File: src/rtl/row_reducer_scheduler.sv
// Feeds per-patch-row config words into a pool of row reducers, one init strobe per load,
// tracking reducer occupancy and frame-level errors in the camera-link clock domain.
module row_reducer_scheduler #(
  parameter int unsigned N_ROW_REDUCER = 10,
  parameter int unsigned CFG_WIDTH     = 256,
  parameter int unsigned N_ROW_SIZE    = 11
) (
  input  logic                     clk_85,
  input  logic                     reset,
  input  logic                     cl_fval,
  input  logic                     cl_lval,
  input  logic                     cfg_valid,
  output logic                     cfg_ready,
  input  logic [CFG_WIDTH-1:0]     cfg_data,
  input  logic [N_ROW_SIZE-1:0]    cfg_row,
  input  logic                     cfg_last,
  output logic [N_ROW_REDUCER-1:0] row_init,
  output logic [CFG_WIDTH-1:0]     config_data,
  input  logic [N_ROW_REDUCER-1:0] row_done,
  output logic [N_ROW_REDUCER-1:0] busy,
  output logic [N_ROW_SIZE-1:0]    cur_row,
  output logic                     late_err,
  output logic                     overflow,
  output logic                     frame_done
);

  typedef enum logic [2:0] {
    IDLE      = 3'd0,
    LOAD      = 3'd1,
    FLUSH     = 3'd2,
    WAIT_FEND = 3'd3,
    DRAIN     = 3'd4
  } state_t;

  state_t state, state_nxt;

  logic fval_d, lval_d, pend_drop;
  logic fval_rise, fval_fall, lval_rise, lval_fall;
  logic [N_ROW_REDUCER-1:0] free_oh;
  logic free_any, row_match;
  logic issue_c, drop_c, flag_late_c, flag_ovf_c, frame_end_c, rise_pend_c;

  assign fval_rise = cl_fval & ~fval_d;
  assign fval_fall = ~cl_fval & fval_d;
  assign lval_rise = cl_lval & ~lval_d;
  assign lval_fall = ~cl_lval & lval_d;

  // Lowest clear bit of busy, isolated as a one-hot mask.
  assign free_oh   = ~busy & (busy + N_ROW_REDUCER'(1));
  assign free_any  = ~&busy;
  assign row_match = (cfg_row == cur_row);

  assign cfg_ready = issue_c | drop_c;

  always_ff @(posedge clk_85 or posedge reset) begin
    if (reset) state <= IDLE;
    else       state <= state_nxt;
  end

  // Next-state, handshake and flag decode.
  always_comb begin
    state_nxt   = state;
    issue_c     = 1'b0;
    drop_c      = 1'b0;
    flag_late_c = 1'b0;
    flag_ovf_c  = 1'b0;
    frame_end_c = 1'b0;
    rise_pend_c = 1'b0;
    case (state)
      IDLE: begin
        if (fval_rise) state_nxt = LOAD;
      end
      LOAD: begin
        if (!cl_lval && cfg_valid && row_match && free_any) begin
          issue_c = 1'b1;
        end else if (cfg_valid && (cfg_row < cur_row)) begin
          drop_c      = 1'b1;
          flag_late_c = 1'b1;
        end else if (cfg_valid && pend_drop) begin
          drop_c = 1'b1;
        end
        // A word still waiting for its row when the line starts has missed its gap.
        if (lval_rise && cfg_valid && row_match) begin
          rise_pend_c = 1'b1;
          if (&busy) flag_ovf_c  = 1'b1;
          else       flag_late_c = 1'b1;
        end
        if ((issue_c || drop_c) && cfg_last) begin
          state_nxt = fval_fall ? DRAIN : WAIT_FEND;
        end else if (fval_fall) begin
          state_nxt   = FLUSH;
          flag_late_c = 1'b1;
        end
      end
      FLUSH: begin
        if (cfg_valid) begin
          drop_c = 1'b1;
          if (cfg_last) state_nxt = DRAIN;
        end
      end
      WAIT_FEND: begin
        if (fval_fall) state_nxt = DRAIN;
      end
      DRAIN: begin
        if (fval_rise) flag_ovf_c = 1'b1;
        if (busy == '0) begin
          frame_end_c = 1'b1;
          state_nxt   = IDLE;
        end
      end
      default: state_nxt = IDLE;
    endcase
  end

  // Registered datapath, occupancy, row counter and sticky flags.
  always_ff @(posedge clk_85 or posedge reset) begin
    if (reset) begin
      fval_d      <= 1'b0;
      lval_d      <= 1'b0;
      pend_drop   <= 1'b0;
      row_init    <= '0;
      config_data <= '0;
      busy        <= '0;
      cur_row     <= '0;
      late_err    <= 1'b0;
      overflow    <= 1'b0;
      frame_done  <= 1'b0;
    end else begin
      fval_d     <= cl_fval;
      lval_d     <= cl_lval;
      pend_drop  <= rise_pend_c;
      row_init   <= issue_c ? free_oh : '0;
      if (issue_c) config_data <= cfg_data;
      busy       <= (busy & ~row_done) | (issue_c ? free_oh : '0);
      if (fval_rise)      cur_row <= '0;
      else if (lval_fall) cur_row <= cur_row + N_ROW_SIZE'(1);
      late_err   <= late_err | flag_late_c;
      overflow   <= overflow | flag_ovf_c;
      frame_done <= frame_end_c;
    end
  end

endmodule

File: config.mk
export PLATFORM = sky130hd
export DESIGN_NAME = row_reducer_scheduler
export DESIGN_NICKNAME = d
export VERILOG_FILES = /design/src/rtl/row_reducer_scheduler.sv
export SDC_FILE = /design/constraint.sdc
export NUM_CORES = 1
export LEC_CHECK = 0
export CAP_MARGIN = 0
export CORE_AREA = 2 2 222 224
export DETAILED_ROUTE_END_ITERATION = 7
export DIE_AREA = 0 0 224 226
export GPL_TIMING_DRIVEN = 0
export PLACE_DENSITY = 0.64
export SETUP_SLACK_MARGIN = 0.02
export SYNTH_ARGS = -nofsm -noshare
export SYNTH_HDL_FRONTEND = slang
export SYNTH_SLANG_ARGS = --single-unit
File: constraint.sdc
create_clock -name clk_85 -period 9.6 [get_ports clk_85]
set_clock_uncertainty 0.1 [all_clocks]
set_input_delay 1.44 -clock clk_85 [delete_from_list [all_inputs] [get_ports clk_85]]
set_output_delay 1.44 -clock clk_85 [all_outputs]
set_load 0.05 [all_outputs]
=== Word level (Yosys, flattened, before mapping) ===
Cells that the tools add are included.

* Add/subtract/negate cells: 2
* Magnitude comparators: 1
* Equal/unequal tests: 11
* Mux-type cells: 36
* Bitwise logic cells: 16
* Reductions and logical operators: 16

{| class="wikitable"
|+ Operators by type and width
! kind !! number
|-
| 3-bit 2-to-1 mux || 8
|-
| 1-bit 2-to-1 mux || 22
|-
| 11-bit 2-to-1 mux || 2
|-
| 10-bit AND || 2
|-
| 10-bit inverter || 2
|-
| 3-bit case mux with 5 select lines || 1
|-
| 11-bit by 1-bit adder with 11-bit output (second input constant) || 1
|-
| 11-bit == test || 1
|-
| 11-bit < comparator || 1
|-
| 10-bit by 1-bit adder with 10-bit output (second input constant) || 1
|-
| 10-bit logical NOT || 1
|-
| 10-bit 2-to-1 mux || 1
|-
| 2-bit inequality test (second input constant) || 5
|-
| 10-bit bitwise OR || 1
|-
| 10-bit AND reduction || 1
|-
| 1-bit logical AND || 8
|-
| 3-bit by 2-bit == test with 1-bit output (second input constant) || 2
|-
| 6-bit AND reduction || 1
|-
| 1-bit AND || 4
|-
| 1-bit inverter || 4
|-
| 1-bit case mux with 2 select lines || 2
|-
| 3-bit by 1-bit == test with 1-bit output (second input constant) || 1
|-
| 3-bit == test (second input constant) || 1
|-
| 3-bit logical NOT || 1
|-
| 5 further kinds || 8
|}

* Bits in registers: 296
* Input port bits: 283
* Output and inout port bits: 291
* Word-level logic and storage cells: 93

=== Longest topological paths before layout ===
* Depth after elaboration: 11
* Mapped depth: 10
* Depth with buffers taken out: 7

=== Worst setup path after synthesis ===
No wires, ideal clock.

* Kind: input to output
* Start: input cfg_row[4]
* End: output cfg_ready
* Arrival: 3.389 ns
* Data required time: 8.060 ns
* Path slack: 4.671 ns
* Stages: 6
* Path buffers: 0
* Cells stage by stage: ha_1 nand4_1 nor4_1 a221o_1 o211ai_1 a21oi_1

* Cells in the longest elaborated chain, start to end: 7
* Elaborated cells on any way between the ends: 13
* Those cells by class: 1 x order compare; 1 x eq/ne; 7 x mux; 1 x bitwise; 3 x reduce/logical

{| class="wikitable"
|+ RTL lines
! what !! RTL line !! text
|-
| start: declaration || 15 || <nowiki>input logic [N_ROW_SIZE-1:0] cfg_row,</nowiki>
|-
| 11-bit < comparator / 11-bit == test (equally long branches) || 76, 51 ||
|-
| 1-bit logical AND (on tied branches) || 76, 74 ||
|-
| 1-bit 2-to-1 mux / 1-bit logical AND (equally long branches) || 76, 74 ||
|-
| 1-bit 2-to-1 mux || 74 || <nowiki>if (!cl_lval && cfg_valid && row_match && free_any) begin</nowiki>
|-
| 1-bit 2-to-1 mux || 69 || <nowiki>case (state)</nowiki>
|-
| 1-bit case mux with 2 select lines / 1-bit 2-to-1 mux (equally long branches) || 69 ||
|-
| 1-bit bitwise OR (*) || 53 || <nowiki>assign cfg_ready = issue_c | drop_c;</nowiki>
|-
| end: declaration || 13 || <nowiki>output logic cfg_ready,</nowiki>
|}

Mark *: on every way between the ends. The rest lies on a longest branch, timed or not. The select of a mux whose other input is x is not followed.

=== Worst setup path in the final report ===
Ends and elaborated chain as after synthesis.

==> flow_metrics.tcl <==
set metrics [dict create \
    holdBufCountCts 0 \
    syn_to_final_growth_pct 67.6 \
    rsz0062_at_grt "false" \
    met2_usage_pct 29.0 \
    peakVddDrop_mv 0.0999 \
    grt_util_met3_pct 4.80 \
    cts_resized 0 \
    whs_ps 361 \
    synth_seq_cells 296 \
    cts.sinks 296 \
    hp-start "config_data[7]$_DFFE_PP0P_" \
    setup_slack_ps 3680 \
    num_antenna_cells 0 \
    synth.distinct_cells 42 \
    crit_arrival_ps 4380 \
    core_um2 48300 \
    synth_area_leaders "dfrtp_1 (63%), nand2_1 (25%), buf_4 (1.3%)" \
    power_density_nw_per_um2 151 \
    cts-root-buf "clkbuf_16" \
    synth-seq-area-share_pct 63.2 \
    synth_xor_area_share_pct 0.747 \
    worstPathMaxFanout 4 \
    wire_per_inst_um 16.9 \
    critPathMostFrequentCell "clkdlybuf4s50_1" \
    startpoint_type "primary input" \
    gp_congestion 0.893 \
    synth-async-reset-ratio_pct 100 \
    synth_top_family_by_area "simple AND/OR/NAND/NOR gates" \
    fin_crit_sh_pct 61.7 \
    max_clock_freq_mhz 169 \
    clkLatencyLatePin_ps 530 \
    initial_core_util_pct 24.3 \
    drtIter0Drc 450 \
    synth.area.mux_share_pct 0.598 \
    cts_made_buffers 36 \
    setup_viol_count_final 0 \
    reg2reg_to "config_data[109]$_DFFE_PP0P_" \
    worst_ep_required_time_ps 8060 \
    h-tree-depth 2 \
    busiest_layer "met2" \
    die_area_um2 50600 \
    drive_above_1_share_pct 5.07 \
    period_minus_slack_ps 5920 \
    synth_ff_type "dfrtp_1" \
    grt_pass1_wl_um 65500 \
    crit_chain "clkdlybuf4s50_1, ha_1, a211oi_1, o21ai_0, nor3b_1, o211ai_1, a21oi_1, clkdlybuf4s50_1" \
    drt_wl_total_um 43500 \
    clk_pin_slew_ps 50 \
    synthesis.nets 1601 \
    cp_top_family "buffers and inverters" \
    postSynthAreaPerCell_um2 8.98 \
    synth.top_cell.area_share_pct 63.2 \
    fp-row-count 81 \
    num_vias 11000 \
    cts_tree "built" \
    port_buffers 573 \
    yosysTopAreaCell "dfrtp_1" \
    drv_cap 0 \
    synth_fa_ha_area_share_pct 1.28 \
    hold_path.class "reg -> reg" \
    nets 2220 \
    cp-end-kind "output port" \
    syn_inst 1306 \
    synth-compound-area-share_pct 1.71 \
    p_leak_nw 9.62 \
    final.fill_count 4799 \
    slowest_delay_ps 860 \
    tightest_slew_ps 872 \
    slowest_stage "clkdlybuf4s50_1" \
    die_x_um 224 \
    setup-tns-final_ps 0 \
    drt_pass1_iterations 5 \
    power_mw 2.97 \
    ys_warn_count 0 \
    synth_enable_flop_cells 0 \
    status "complete, no violations" \
    rrSetupSlack_ps 6010 \
    post-cts-setup-buffer-count 0 \
    pin_count 574 \
    dp_hpwl_um 33600 \
    grt_start_max_net_pins 42 \
    synth-simple-area-share_pct 29.1 \
    max_slew_margin_pct 41.1 \
    drv_slew 0 \
    hold_path_end "config_data[7]$_DFFE_PP0P_" \
    min_path_cells 2 \
    synth.cell_area_um2 11700 \
    rr_worst_depth 10 \
    cts_buffer_depth 3 \
    overflow 0 \
    grt_usage_pct 16.7 \
    vias_per_cell 4.29 \
    critPathBufInv 2 \
    drtAntennaViolNets 0 \
    final_util_pct 40.7 \
    hold_viol 0 \
    grt_pass1_vias 11300 \
    synth_commonest_cells "nand2_1 (787), dfrtp_1 (296), clkbuf_1 (36)" \
    die_h_um 226 \
    r2r_start "cur_row[4]$_DFFE_PP0P_" \
    yosysMostFrequentCell "nand2_1" \
    dp_slack_ps 3760 \
    path_class "in -> out" \
    post-route-drc-count 0 \
    antenna_found_initial 0 \
    grt.met1_usage_pct 19.7 \
]
through the flow:
stage          cells  area (um^2)
6_report        2573        19700
5_1_grt         2573        19700
4_1_cts         2573        19700
3_5_place_dp    2509        18400
3_3_place_gp    2501        18200
2_1_floorplan   1306        11700
worst max-delay path by stage:
stage               start                           end  slack (ps)  cells past startpoint
2_1_floorplan       reset             busy[0]$_DFF_PP0_        4130                      1
3_3_place_gp        reset  config_data[106]$_DFFE_PP0P_        1870                      2
3_5_place_dp   cfg_row[4]                     cfg_ready        3760                      8
4_1_cts        cfg_row[4]                     cfg_ready        3730                      8
5_1_grt        cfg_row[4]                     cfg_ready        3540                      8
6_report       cfg_row[4]                     cfg_ready        3680                      8
routing by layer:
layer	wire length (um)	share of wire, %
met4	1330	3.1
met3	3390	7.8
met5	0	0
met1	17300	40
met2	21500	49
logic make-up (layout without fill, tap and decap cells):
family                     count (synthesis)  after routing
and+or+nand+nor                          866            866
xor gates and xnor gates                  10             10
muxes                                      7              7
DFF                                      296            296
adders and majority gates                 12             12
AOI/OAI and AO/OA                         32             32
buffers and inverters                     83            728
where the power goes:
| part | internal [mW] | switching (mW) | leakage, nW |
|---|---|---|---|
| Sequential | 1.26 | 0.0102 | 4.12 |
| Combinational | 0.146 | 0.119 | 4.88 |
| Clock | 0.891 | 0.543 | 0.619 |
| Total | 2.30 | 0.672 | 9.62 |
cell usage in the layout, fill, tap and decap left out, types with 11 or more instances in the layout:
cell type	Yosys	final
nand2_1	787	787
nor2_1	24	24
buf_4	21	21
nand3_1	11	11
clkbuf_16	0	37
inv_1	19	18
ha_1	12	12
clkbuf_1	36	41
clkdlybuf4s50_1	0	573
dfrtp_1	296	296
flip-flops by register name, indices dropped and copies added, names as in the netlist:
name         flops
row_init        10
state            3
config_data    256
fval_d           1
pend_drop        1
busy            10
overflow         1
late_err         1
cur_row         11
lval_d           1
frame_done       1
cell type report:
class                      instances  area [um^2]  share of cell area [%]
buffer                            64          327                    1.66
clock buffer                      52         1080                    5.51
clock inverter                    12          170                   0.866
inverter                          19         75.1                   0.382
multi-input combinational        927         3920                    19.9
sequential                       296         7410                    37.7
tap                              622          778                    3.96
timing repair buffer             581         5900                    30.0
tightest hold or removal path, cell delays in order (launching register included):
cell,delay (ps)
dfrtp_1,340
nand2_1,50
nand2_1,50
Note: power is estimated with default switching activity, not from simulation.
